--- config.mk ---
export PLATFORM = sky130hd
export DESIGN_NAME = uart_ram_loader
export DESIGN_NICKNAME = d
export VERILOG_FILES = /design/src/rtl/uart_pkg.sv /design/src/rtl/SyncChain.sv /design/src/rtl/uart_baud_tick.sv /design/src/rtl/uart_ram_loader.sv
export SDC_FILE = /design/constraint.sdc
export NUM_CORES = 1
export LEC_CHECK = 0
export ABC_AREA = 1
export CAP_MARGIN = 25
export CORE_MARGIN = 4
export CORE_UTILIZATION = 45
export DETAILED_ROUTE_END_ITERATION = 8
export HOLD_SLACK_MARGIN = 0.08
export PLACE_DENSITY = 0.68
export SLEW_MARGIN = 0
export SYNTH_ARGS = -nofsm -noshare
export SYNTH_HDL_FRONTEND = slang
export SYNTH_SLANG_ARGS = --single-unit
--- constraint.sdc ---
create_clock -name clk -period 2.45 [get_ports clk]
set_input_delay 0.6125 -clock clk [delete_from_list [all_inputs] [get_ports clk]]
set_output_delay 0.6125 -clock clk [all_outputs]
set_load 0.02 [all_outputs]
--- src/rtl/uart_pkg.sv ---
// Shared types and constants for the UART RAM loader: receiver states and bit-timing defaults.
package uart_pkg;

    typedef enum logic [2:0] {
        StIdle,
        StStart,
        StData,
        StStop,
        StWrite,
        StBreak
    } uart_state_t;

    localparam int unsigned CLKS_PER_BIT_DEFAULT = 868;

    // Start-bit check lands mid-bit, so the first wait is half a bit period.
    function automatic int unsigned half_bit(input int unsigned clks_per_bit);
        return clks_per_bit / 2;
    endfunction

endpackage

--- src/rtl/SyncChain.sv ---
// Multi-flop synchronizer for an asynchronous single-bit input.
module SyncChain #(
    parameter int unsigned STAGES    = 2,
    parameter logic        RESET_VAL = 1'b1
) (
    input  logic clk,
    input  logic s_reset,
    input  logic d,
    output logic q
);

    logic [STAGES-1:0] sync_q;

    always_ff @(posedge clk) begin
        if (s_reset) begin
            sync_q <= {STAGES{RESET_VAL}};
        end else begin
            sync_q <= {sync_q[STAGES-2:0], d};
        end
    end

    assign q = sync_q[STAGES-1];

endmodule

--- src/rtl/uart_baud_tick.sv ---
// Free-running bit-period counter with synchronous clear; ticks on the last cycle of each period.
module uart_baud_tick #(
    parameter int unsigned CNT_W = 10
) (
    input  logic             clk,
    input  logic             s_reset,
    input  logic             clear,
    input  logic [CNT_W-1:0] limit,
    output logic             tick
);

    logic [CNT_W-1:0] cnt_q;

    assign tick = (cnt_q == limit - CNT_W'(1));

    always_ff @(posedge clk) begin
        if (s_reset || clear || tick) begin
            cnt_q <= '0;
        end else begin
            cnt_q <= cnt_q + CNT_W'(1);
        end
    end

endmodule

--- src/rtl/uart_ram_loader.sv ---
// 8N1 UART receiver that writes the low nibble of each good byte to a 32x4 RAM
// at an auto-incrementing address.
module uart_ram_loader
    import uart_pkg::*;
#(
    parameter int unsigned CLKS_PER_BIT = CLKS_PER_BIT_DEFAULT,
    parameter int unsigned ADDR_W       = 5,
    parameter int unsigned NIB_W        = 4
) (
    input  logic              clk,
    input  logic              s_reset,
    input  logic              rx,
    input  logic              clear_addr,
    output logic [NIB_W-1:0]  wr_data,
    output logic [ADDR_W-1:0] wr_addr,
    output logic              wren,
    output logic [7:0]        rx_byte,
    output logic              byte_valid,
    output logic              frame_err,
    output logic              busy,
    output logic              wrapped
);

    localparam int unsigned HALF_BIT = half_bit(CLKS_PER_BIT);
    localparam int unsigned CNT_W    = $clog2(CLKS_PER_BIT + 1);

    uart_state_t       state_q, state_d;
    logic              rx_s, rx_prev_q, rx_fall;
    logic              fall_pend_q;
    logic [7:0]        shift_q;
    logic [2:0]        bit_cnt_q, bit_cnt_d;
    logic [7:0]        rx_byte_q;
    logic [ADDR_W-1:0] wr_addr_q;
    logic              wrapped_q;
    logic              frame_err_q;
    logic              baud_clear, baud_half, baud_tick;
    logic              shift_en, load_byte, set_ferr;
    logic [CNT_W-1:0]  baud_limit;

    SyncChain #(
        .STAGES    (2),
        .RESET_VAL (1'b1)
    ) u_rx_sync (
        .clk     (clk),
        .s_reset (s_reset),
        .d       (rx),
        .q       (rx_s)
    );

    assign baud_limit = baud_half ? CNT_W'(HALF_BIT) : CNT_W'(CLKS_PER_BIT);

    uart_baud_tick #(
        .CNT_W (CNT_W)
    ) u_baud (
        .clk     (clk),
        .s_reset (s_reset),
        .clear   (baud_clear),
        .limit   (baud_limit),
        .tick    (baud_tick)
    );

    assign rx_fall = rx_prev_q & ~rx_s;

    always_comb begin
        state_d    = state_q;
        bit_cnt_d  = bit_cnt_q;
        baud_clear = 1'b0;
        baud_half  = 1'b0;
        shift_en   = 1'b0;
        load_byte  = 1'b0;
        set_ferr   = 1'b0;
        unique case (state_q)
            StIdle: begin
                baud_clear = 1'b1;
                // An edge seen during the write cycle is honoured here one cycle late.
                if (rx_fall || fall_pend_q) begin
                    state_d = StStart;
                end
            end
            StStart: begin
                baud_half = 1'b1;
                if (baud_tick) begin
                    baud_clear = 1'b1;
                    bit_cnt_d  = 3'd0;
                    state_d    = rx_s ? StIdle : StData;
                end
            end
            StData: begin
                if (baud_tick) begin
                    shift_en  = 1'b1;
                    bit_cnt_d = bit_cnt_q + 3'd1;
                    if (bit_cnt_q == 3'd7) begin
                        state_d = StStop;
                    end
                end
            end
            StStop: begin
                if (baud_tick) begin
                    if (rx_s) begin
                        load_byte = 1'b1;
                        state_d   = StWrite;
                    end else begin
                        set_ferr = 1'b1;
                        state_d  = StBreak;
                    end
                end
            end
            StWrite: begin
                baud_clear = 1'b1;
                state_d    = StIdle;
            end
            StBreak: begin
                baud_clear = 1'b1;
                if (rx_s) begin
                    state_d = StIdle;
                end
            end
            default: state_d = StIdle;
        endcase
    end

    always_ff @(posedge clk) begin
        if (s_reset) begin
            state_q     <= StIdle;
            rx_prev_q   <= 1'b1;
            fall_pend_q <= 1'b0;
            shift_q     <= '0;
            bit_cnt_q   <= '0;
            rx_byte_q   <= '0;
            frame_err_q <= 1'b0;
        end else begin
            state_q     <= state_d;
            rx_prev_q   <= rx_s;
            fall_pend_q <= (state_q == StWrite) && rx_fall;
            bit_cnt_q   <= bit_cnt_d;
            frame_err_q <= set_ferr;
            if (shift_en) begin
                shift_q <= {rx_s, shift_q[7:1]};
            end
            if (load_byte) begin
                rx_byte_q <= shift_q;
            end
        end
    end

    // Clear wins over the post-write increment when both land on the same edge.
    always_ff @(posedge clk) begin
        if (s_reset || clear_addr) begin
            wr_addr_q <= '0;
            wrapped_q <= 1'b0;
        end else if (state_q == StWrite) begin
            wr_addr_q <= wr_addr_q + ADDR_W'(1);
            if (wr_addr_q == {ADDR_W{1'b1}}) begin
                wrapped_q <= 1'b1;
            end
        end
    end

    assign wren       = (state_q == StWrite);
    assign byte_valid = wren;
    assign rx_byte    = rx_byte_q;
    assign wr_data    = rx_byte_q[NIB_W-1:0];
    assign wr_addr    = wr_addr_q;
    assign frame_err  = frame_err_q;
    assign busy       = (state_q != StIdle);
    assign wrapped    = wrapped_q;

endmodule

---- Word-level counts from Yosys, hierarchy flattened ----
Index checks and enable logic that the tools add are counted.
cells by class
  add/subtract/negate cells ............... 4
  equal/unequal tests ..................... 14
  muxes and demuxes ....................... 21
  bitwise operators ....................... 4
  reduce and logical (&&, ||, !) cells .... 13
operator list
  cell                                                number
  two-way mux 3 bit                                   8
  one-hot mux 3 bit (5 select lines)                  1
  adder 10 x 1 -> 10 bit, second input constant       1
  == test 10 bit                                      1
  two-way mux 10 bit                                  1
  subtractor 10 x 1 -> 10 bit, second input constant  1
  == test 3 bit, second input constant                3
  two-way mux 1 bit                                   8
  != test 2 x 1 -> 1 bit, second input constant       4
  == test 3 x 2 -> 1 bit, second input constant       2
  one-hot mux 3 bit (2 select lines)                  1
  AND reduction 6 bit                                 1
  OR reduction 3 bit                                  2
  adder 5 x 1 -> 5 bit, second input constant         1
  == test 5 bit, second input constant                1
  logical OR 1 bit                                    4
  != test 2 bit, second input constant                2
  adder 3 x 1 -> 3 bit, second input constant         1
  == test 3 x 1 -> 1 bit, second input constant       1
  zero test 3 bit                                     1
  NOT 1 bit                                           3
  AND reduction 3 bit                                 1
  nonzero test 3 bit                                  1
  two-way mux 2 bit                                   1
  other kinds (5)                                     5
storage, ports and cells
  register bits ........................... 43
  output and inout port bits .............. 22
  word-level logic and storage cells ...... 67

---- Depth between registers and ports, before layout ----
Gate-level depths: netlist of the first run.
  depth in word-level cells ............... 9
  mapped depth ............................ 11

---- Hierarchy ----
Synthesis of the first run repeated with hierarchy kept, for this count alone.
second synthesis, totals
  cells, all modules ...................... 312
  area, all modules ....................... 2153.3 um^2
by module, submodules not included
  module           times used  cells an instance  area each (um^2)
  uart_ram_loader  1           178                1318.8
  uart_baud_tick   1           127                775.7
  SyncChain        1           7                  58.8

---- Least setup slack after synthesis of the first run ----
No wires, ideal clock.
  path kind ............................... reg2out
  start ................................... register state_q[0]
  end ..................................... output wren
  data arrival time ....................... 1.071 ns
  required time ........................... 1.837 ns
  path slack .............................. 0.767 ns
  stages on the path, launching flop included .. 6
  buffers on the path ..................... 2
  path through ............................ dfxtp_1 buf_2 nor2_1 nand2_1 inv_1 buf_4
between the ends
  word-level cells in the longest chain between the ends .. 1
RTL lines
  what                    line                    source
  from (decl)             uart_ram_loader.sv:27   uart_state_t state_q, state_d;
  from (signal assigned)  uart_ram_loader.sv:124  state_q <= StIdle;
  from (signal assigned)  uart_ram_loader.sv:132  state_q <= state_d;
  == test 3 bit           uart_ram_loader.sv:159  assign wren = (state_q == StWrite);
  to (decl)               uart_ram_loader.sv:16   output logic wren,
Every way passes these cells.

---- Final worst setup path of the first run ----
  start ................................... register state_q[2]
  end ..................................... output busy
between the ends
  word-level cells in the longest chain between the ends .. 1
RTL lines
  what                line                    source
  nonzero test 3 bit  uart_ram_loader.sv:165  assign busy = (state_q != StIdle);
  to (decl)           uart_ram_loader.sv:20   output logic busy,
Every way passes these cells.

==> results.md, run 1 <==
- Hold Crit Class: register to register
- GRT busiest layer: met2
- GRT met3 Usage: 0.0457
- CTS buffer count: 5
- Clk sink count: 43
- Die X: approximately 73 um
- Clk slew on worst S/H paths: 0.08 ns
- Synth async-reset ratio: 0
- Worst slew margin: 0.626
- WP buf/inv: 2
- Synth Warn #: 0
- Avg WL per Cell: around 10 um
- Antenna-violating nets left: 0
- Post-CTS sizing: 0
- Most frequent cells in the layout: dfxtp_1 (43), nor2_1 (41), nand2_1 (40)
- CP required: 1.84 ns
- Seq/Total Area, Yosys: 0.459
- Gp weighted congestion: between 0.9 and 1
- Fraction of layout cells with a size suffix above 1: 0.0892
- Final period util: 0.919
- # H-tree levels: 2
- FF-to-FF path depth: 7
- Synthesized area: 1870 um^2
- Via density: around 4.8
- Final hold violations: 0
- Seq cells post-synth: 43
- Max Fclk: around 0.44 GHz
- Leak pwr: 0.837 nW
- Count of final setup violators: 0
- Period minus WS final: 2.25 ns
- Residual DRC count: 0
- Reg2reg end: rx_byte[7]
- Post-Syn Instances: 245
- Core area: about 4000 um^2
- Hold WS: 0.409 ns
- Element type at the critical path end: output pin
- Vias in the first global route: 1383
- Chip height: 72.5 um
- Crit. path cell count: 3
- Die area: around 5300 um^2
- Max rail drop VDD: ~0.33 mV
- # hold bufs at CTS: 0
- Area Growth Syn to Fin: 18.2%
- Final Net Count: 277
- Kind of critical path: register to output pin
- Initial antenna violation count: 0
- Drt first-iter violations: 63
- Max_cap viols: 0
- CP max FO: 7
- Outcome: finished clean
- Synth Flop Type: dfxtp_1
- Root buffer cell: clkbuf_8
- CP peak stage delay: about 0.54 ns
- Critical path origin: state_q[2]
- Total setup buffers inserted after CTS: 0
- Grt ovf: 0
- IO Port Bufs: 25
- DP Worst Slack: between 0.3 and 0.4 ns
- EDFF count, synth: 0
- Hold path startpoint: u_rx_sync.sync_q[0]
- Worst-margin pin slew: 0.559 ns
- Num rows: 23
- Largest net degree at the start of global routing: 23
- First-pass GRT wire length: 5850 um
- Clock Path Buffers: 2
- Cell Pwr Density: ~690 nW/um^2
- Critical-path top delay cell: clkdlybuf4s50_1
- Top delay family on crit path: buffers and inverters
- Met2 usage in global routing: 0.217
- Clock latency on the worst-skew pair: 0.29 ns
- Worst Setup EP: busy
- Initial Util: 0.469
- Critical-path cell list: nor3_1 -> inv_1 -> clkdlybuf4s50_1
- CP arrival: 1.64 ns
- Flop2flop setup slack: 0.65 ns
- Via count: 1547
- Setup TNS: 0 ns
- Critical Path Source Type: register
- Pre-Repair DR Iteration Count: 4
- Commonest non-fill, non-tap cell in the layout: dfxtp_1
- Post-synth cell types: 33
- TritonCTS clock tree: yes
- Total track usage: 0.140
- Total Power: 1.54 mW
- Post-Syn Area per Cell: between 7 and 8 um^2
- Util after Layout: 0.554
- RSZ-0062 raised after global routing: no
- Setup ws final: just under 0.2 ns
- Layout Skew: 0.00819 ns
- I/O Pins: 26
- Reg2reg start: state_q[0]
- Met1 global-route usage: 0.178
- Syn_nets: between 200 and 300
- Slew Viols, Final: 0
- WL final: 3270 um
- Dpl hpwl: 2350 um
- # diodes: 0
-- state kept, by name, summed over array words and instances (netlist names) --
register          cells
rx_byte               8
frame_err             1
fall_pend_q           1
u_rx_sync.sync_q      2
wrapped               1
rx_prev_q             1
state_q               3
bit_cnt_q             3
shift_q               8
u_baud.cnt_q         10
wr_addr               5
-- Yosys cell counts (2+ instances only) --
cell,instances,area (um^2)
a21oi_1,19,95.1
xnor2_1,2,17.5
inv_1,24,90.1
buf_4,7,52.6
o21ai_1,9,45.0
nor2_2,2,12.5
nand2_1,40,150
dfxtp_1,43,861
o21ai_0,6,30.0
a31oi_1,2,12.5
nand3_1,13,65.1
inv_2,4,15.0
nor3b_1,3,22.5
nand4_1,3,18.8
nor3_1,5,25.0
or2_2,2,12.5
nor2_1,41,154
ha_1,5,62.6
-- cell type report --
| cell class | count | area (um^2) |
|---|---|---|
| repair buffers | 27 | 270 |
| inverters | 28 | 105 |
| fillers | 381 | 1780 |
| flip-flops and latches | 43 | 861 |
| clock inverters | 2 | 12.5 |
| clock buffers | 6 | 72.6 |
| well taps | 50 | 62.6 |
| multi-input cells | 163 | 832 |
-- where the power goes --
group / internal [mW] / total [mW] / switching (mW) / leakage (nW)
Sequential: 0.732 / 0.785 / 0.0524 / 0.348
Combinational: 0.124 / 0.321 / 0.198 / 0.448
Clock: 0.199 / 0.433 / 0.234 / 0.0412
Total: 1.05 / 1.54 / 0.484 / 0.837
-- through the flow --
stage / cell area, um^2 / instances
CTS: 2210 / 319
global placement: 2130 / 311
global route: 2220 / 319
detailed placement: 2130 / 311
floorplan: 1870 / 245
finish: 2220 / 319
-- cell families (layout without fill, tap and decap cells) --
logic type	count (synthesis)	count (layout)	synth area share
AOI/OAI and AO/OA	39	39	0.113
and+or+nand+nor	116	116	0.283
DFF	43	43	0.459
xor gates and xnor gates	3	3	0.0140
adders and majority gates	5	5	0.0334
buffers and inverters	39	63	0.0968
-- worst reg2reg max path, stage by stage, from the launching register on --
cell and delay [ns]:
dfxtp_1 0.47, nand3_2 0.15, o21ai_2 0.22, nand3_4 0.16, nor3_4 0.47, nand2_1 0.11, nand2_1 0.09, nor2_1 0.04
-- metal layers --
metal | share of wire | up-vias
li1 | - | 838
met1 | 0.52 | 674
met2 | 0.41 | 31
met3 | 0.055 | 4
met4 | 0.015 | 0
met5 | 0 | -
-- worst min path at each step --
stage,to,cells past startpoint
after floorplan,u_rx_sync.sync_q[1],1
after global placement,u_rx_sync.sync_q[1],1
after detailed placement,u_rx_sync.sync_q[1],1
after CTS,u_rx_sync.sync_q[1],1
after global routing,u_rx_sync.sync_q[1],1
final,u_rx_sync.sync_q[1],1
Note: power is estimated with default switching activity, not from simulation.
==> run 2: changes to the inputs <==
--- a/config.mk
+++ b/config.mk
@@ -6,13 +6,12 @@
 export NUM_CORES = 1
 export LEC_CHECK = 0
 export ABC_AREA = 1
+export ABC_CLOCK_PERIOD_IN_PS = 2450
 export CAP_MARGIN = 25
 export CORE_MARGIN = 4
-export CORE_UTILIZATION = 45
+export CORE_UTILIZATION = 23
 export DETAILED_ROUTE_END_ITERATION = 8
 export HOLD_SLACK_MARGIN = 0.08
-export PLACE_DENSITY = 0.68
-export SLEW_MARGIN = 0
 export SYNTH_ARGS = -nofsm -noshare
 export SYNTH_HDL_FRONTEND = slang
 export SYNTH_SLANG_ARGS = --single-unit
==> run 2 against run 1 <==
Compared with the run above: non-clock buffer count grew 1; clock power grew 31%; final area is 4.4% higher; sequential power is essentially flat; flip-flop and latch count did not move; global-route usage fell by 6.1 points; clock skew rose by 0.0015 ns; critical path type unchanged; via count is 0.26% lower; highest routed layer unchanged; count of clock-buffer cells in the layout unchanged; first-iteration DRC count grew 11%.
==> results.md, run 2 (synthesized netlist as in run 1, its figures left out) <==
- Outcome: finished clean (unchanged)
- Vias in the first global route: 1534 (was 1383)
- Die area: 9660 um^2 (was 5260 um^2)
- Initial antenna violation count: 0 (unchanged)
- Reg2reg start: state_q[0] (unchanged)
- Via count: 1543 (was 1547)
- Worst-margin pin slew: 0.540 ns (was 0.559 ns)
- Cell Pwr Density: 724 nW/um^2 (was 694 nW/um^2)
- Final Net Count: 278 (was 277)
- Total setup buffers inserted after CTS: 0 (unchanged)
- Most frequent cells in the layout: dfxtp_1 (43), nor2_1 (41), nand2_1 (40) (unchanged)
- # diodes: 0 (unchanged)
- Final period util: 0.894 (was 0.919)
- Top reg by flops: u_baud.cnt_q (unchanged)
- Clk slew on worst S/H paths: 0.08 ns (about the same)
- I/O Pins: 26 (unchanged)
- FF-to-FF path depth: 7 (unchanged)
- Util after Layout: 0.296 (was 0.554)
- Multi-input gate area: 832 um^2 (unchanged)
- Hold Crit Class: register to register (unchanged)
- Register Area: 861 um^2 (unchanged)
- Num rows: 32 (was 23)
- Max Fclk: 0.457 GHz (was 0.444 GHz)
- Critical-path top delay cell: clkdlybuf4s50_1 (unchanged)
- Clk sink count: 43 (unchanged)
- Total track usage: 0.0786 (was 0.140)
- Setup ws final: 0.261 ns (was 0.199 ns)
- Count of final setup violators: 0 (unchanged)
- Period minus WS final: 2.19 ns (was 2.25 ns)
- Clock Path Buffers: 2 (unchanged)
- IO Port Bufs: 25 (unchanged)
- Worst slew margin: 0.639 (was 0.626)
- Die X: 98.3 um (was 72.5 um)
- Chip height: 98.3 um (was 72.5 um)
- CP arrival: 1.58 ns (was 1.64 ns)
- Avg WL per Cell: 9.60 um (was 10.2 um)
- # fillers: 864 (was 381)
- Commonest non-fill, non-tap cell in the layout: dfxtp_1 (unchanged)
- Leak pwr: 0.837 nW (about the same)
- Total Power: 1.68 mW (was 1.54 mW)
- Antenna-violating nets left: 0 (unchanged)
- CP max FO: 7 (unchanged)
- Largest net degree at the start of global routing: 16 (was 23)
- CP required: 1.84 ns (about the same)
- Layout Skew: 0.00966 ns (was 0.00819 ns)
- Hold WS: 0.428 ns (was 0.409 ns)
- Critical-path cell list: nor3_1 -> inv_1 -> clkdlybuf4s50_1 (unchanged)
- Initial Util: 0.240 (was 0.469)
- Kind of critical path: register to output pin (unchanged)
- Pre-Repair DR Iteration Count: 4 (unchanged)
- # H-tree levels: 2 (unchanged)
- Grt ovf: 0 (unchanged)
- Flop2flop setup slack: 0.55 ns (was 0.65 ns)
- Reg2reg end: shift_q[7] (was rx_byte[7])
- # hold bufs at CTS: 0 (unchanged)
- Worst Setup EP: busy (unchanged)
- First-pass GRT wire length: 6500 um (was 5850 um)
- Residual DRC count: 0 (unchanged)
- Max rail drop VDD: 0.327 mV (was 0.332 mV)
- Setup TNS: 0 ns (unchanged)
- RSZ-0062 raised after global routing: no (unchanged)
- Critical path origin: state_q[2] (unchanged)
- Via density: 4.15 (was 4.85)
- Critical Path Source Type: register (unchanged)
- Area Growth Syn to Fin: 23.4% (was 18.2%)
- Element type at the critical path end: output pin (unchanged)
- Core area: 7810 um^2 (was 4000 um^2)
- Slew Viols, Final: 0 (unchanged)
- WL final: 3570 um (was 3270 um)
- TritonCTS clock tree: yes (unchanged)
- CTS buffer count: 5 (unchanged)
- Max_cap viols: 0 (unchanged)
- CP peak stage delay: 0.55 ns (was 0.54 ns)
- Gp weighted congestion: 0.845 (was 0.900)
- Root buffer cell: clkbuf_8 (unchanged)
- Clock latency on the worst-skew pair: 0.29 ns (about the same)
- Final hold violations: 0 (unchanged)
- DP Worst Slack: 0.315 ns (was 0.383 ns)
- Drt first-iter violations: 70 (was 63)
- Fraction of layout cells with a size suffix above 1: 0.0963 (was 0.0892)
- Largest register FFs: 10 (unchanged)
- Dpl hpwl: 2640 um (was 2350 um)
run 2: cell types whose count changed in the layout (fill, tap and decap cells not counted), sizes merged:
cell / before / now
dlygate4sd2: 0 / 2
buf: 2 / 3
bufinv: 0 / 1
dlymetal6s2s: 2 / 0
clkinvlp: 1 / 0
run 2: metal layers:
metal  GRT usage  up-vias  part of all wire
met5           0        -                 0
met4      0.0231        0            0.0050
met3      0.0229        2             0.050
met2       0.126       30              0.43
met1       0.103      682              0.52
li1            -      829                 -
run 2: worst min-delay path by stage:
stage	start	endpoint	slack, ns	cells after the start
finish	u_rx_sync.sync_q[0]	u_rx_sync.sync_q[1]	0.43	1
detailed placement	u_rx_sync.sync_q[0]	u_rx_sync.sync_q[1]	0.42	1
global route	u_rx_sync.sync_q[0]	u_rx_sync.sync_q[1]	0.45	1
global placement	u_rx_sync.sync_q[0]	u_rx_sync.sync_q[1]	0.40	1
CTS	u_rx_sync.sync_q[0]	u_rx_sync.sync_q[1]	0.44	1
floorplan	u_rx_sync.sync_q[0]	u_rx_sync.sync_q[1]	0.39	1
run 2: cell type report:
type | instances | share of cell area
flip-flops and latches | 43 | 0.372
multi-input cells | 163 | 0.360
repair buffers | 28 | 0.117
well taps | 102 | 0.0552
inverters | 28 | 0.0454
clock buffers | 6 | 0.0357
clock inverters | 2 | 0.0151
run 2: power by group:
group | switching (mW) | internal [mW] | leakage (nW)
clock network | 0.236 | 0.330 | 0.0612
registers | 0.0543 | 0.732 | 0.348
logic | 0.202 | 0.121 | 0.428
run 2: per-stage QoR:
stage	instance area, um^2	instances
after floorplan	1870	245
after global placement	2200	364
after detailed placement	2200	364
after CTS	2310	372
after global routing	2310	372
final	2310	372
run 2: repair_timing:
action,in CTS,in global routing
endpoints found under the setup margin,2,0
hold endpoints to repair,0,0
resized for setup,2,0
run 2: critical path: cells and delay by family (launching register included):
kind	cells	cell delay, ns
AND/OR/NAND/NOR	1	0.28
buffers and inverters	2	0.62
flip-flops	1	0.39
==> variant (config.mk and constraints of run 1) <==
The parameter `NIB_W` goes from 4 to 3.
--- a/src/rtl/uart_ram_loader.sv
+++ b/src/rtl/uart_ram_loader.sv
@@ -5,7 +5,7 @@
 #(
     parameter int unsigned CLKS_PER_BIT = CLKS_PER_BIT_DEFAULT,
     parameter int unsigned ADDR_W       = 5,
-    parameter int unsigned NIB_W        = 4
+    parameter int unsigned NIB_W        = 3
 ) (
     input  logic              clk,
     input  logic              s_reset,
Interface: changed (resized wr_data); port bits go from 26 to 25. The function was not compared with the original's and may differ.
==> variant against run 1 <==
- routed wire length grew 2.6%
- synthesized cell count shrank 0.41%
- setup slack gained 30 ps
- via count is the same
- sequential cell count is the same
- area after synthesis shrank 0.40%
- fmax grew 1.4%
- critical path type unchanged
- cell count shrank 0.31%
- first-iteration DRC count grew 35%
- critical path depth is the same
- design area shrank 0.45%
- largest cell class unchanged
- global-route usage grew 0.20 points
- power is essentially flat
==> variant: results (changes against run 1) <==
- Arrival time worst endpoint: 1610 ps (-30 ps)
- Placer congestion estimate: 0.883 (-1.9%)
- Synth Net Count: 253 (-0.39%)
- RR Startpoint: state_q[0]$_SDFFE_PP0P_
- HPWL after DPL: 2410 microns (+2.4%)
- Seq/Total Area, Yosys: 46.1% (+0.18 points)
- Detailed-router iteration count before antenna repair: 4 (unchanged)
- Synth top area cells: dfxtp_1, nor2_1, nand2_1, a21oi_1, inv_1
- Clock Latency Late Sink: 290 ps (about the same)
- Largest net degree at the start of global routing: 23 (unchanged)
- Fillers: 399 (+4.7%)
- Post_cts resized: 0 (unchanged)
- 1st-iter DRT viols: 85 (+35%)
- Worst vdd ir: 0.335 mV (+0.93%)
- Internal power: 1060 uW (about the same)
- Vias in the first global route: 1389 (+0.43%)
- Initial antenna violation count: 0 (unchanged)
- Via/cell ratio: 4.86 (+0.31%)
- Clock Skew: 7.24 ps (-0.948 ps)
- I/O Buffers: 24 (-4.0%)
- Yosys warnings: 0 (unchanged)
- Clock Power Share: 28.0% (about the same)
- DP Worst Slack: 359 ps (-23.7 ps)
- Nets@finish: 276 (-0.36%)
- Flip-flop count of the largest register after layout: 10 (unchanged)
- Global Route Usage Sum: 14.2% (+0.20 points)
- # Post-CTS Setup Buffers: 0 (unchanged)
- First-pass GRT wire length: 5950 microns (+1.8%)
- Async set-reset flop share out of synthesis: 0% (unchanged)
- Hold Path Class: reg2reg
- H-Tree Level Count: 2 (unchanged)
- Post-Route WL: 3350 microns (+2.6%)
- Antenna cells: 0 (unchanged)
- Post-synth cell types: 33 (unchanged)
- Layout cells sized above 1: 8.96% (+0.033 points)
- Pleak: 0.000834 uW (-0.40%)
- Crit Path Max Fanout: 7 (unchanged)
- Worst slew margin: 62.2% (-0.36 points)
- Outcome: completed
==> variant: cell count changes after synthesis, sizes merged <==
cell,before,now
buf,10,9
==> variant: final timing paths <==
kind	depth (start not counted)	slack, ps	endpoint
min reg2reg	1	410	u_rx_sync.sync_q[1]$_SDFF_PP1_
max	3	230	busy
min	1	410	u_rx_sync.sync_q[1]$_SDFF_PP1_
max reg2reg	7	660	rx_byte[7]$_SDFFE_PP0P_
==> variant: cell type report <==
| class | count | area [sq um] | area share, % |
|---|---|---|---|
| clock inverter | 2 | 12.5 | 0.567 |
| multi-input combinational | 163 | 832 | 37.7 |
| sequential | 43 | 861 | 39.0 |
| inverter | 28 | 105 | 4.76 |
| timing repair buffer | 26 | 260 | 11.8 |
| tap | 50 | 62.6 | 2.84 |
| clock buffer | 6 | 72.6 | 3.29 |
==> variant: cells by family (layout without fill, tap and decap cells) <==
group	Yosys count	in the layout	synth area share [%]
adder cells (fa/ha/maj)	5	5	3.35
AO/OA/AOI/OAI	39	39	11.4
AND/OR/NAND/NOR	116	116	28.4
buffers and inverters	38	62	9.32
XOR/XNOR	3	3	1.41
flip-flops	43	43	46.1
==> variant: routing by layer <==
metal	part of all wire, %	track usage, %
met1	51	18.4
met2	42	21.9
met3	5.3	4.43
met4	1.6	5.53
met5	0	0
==> variant: critical path, delay by kind of cell (launching register included) <==
family / cells / cell delay (ps)
flops: 1 / 380
simple gates: 1 / 320
buf+inv: 2 / 620
==> variant: per-stage QoR <==
step	total power [uW]	instance area, sq um	instances	hold slack (ps)	utilization, %
after detailed placement	1130	2120	310	398	52.9
after global routing	1640	2210	318	443	55.1
after global placement	1120	2120	310	391	52.9
after CTS	1570	2200	318	416	55.0
after floorplan	1030	1870	244	389	-
final	1540	2210	318	411	55.1
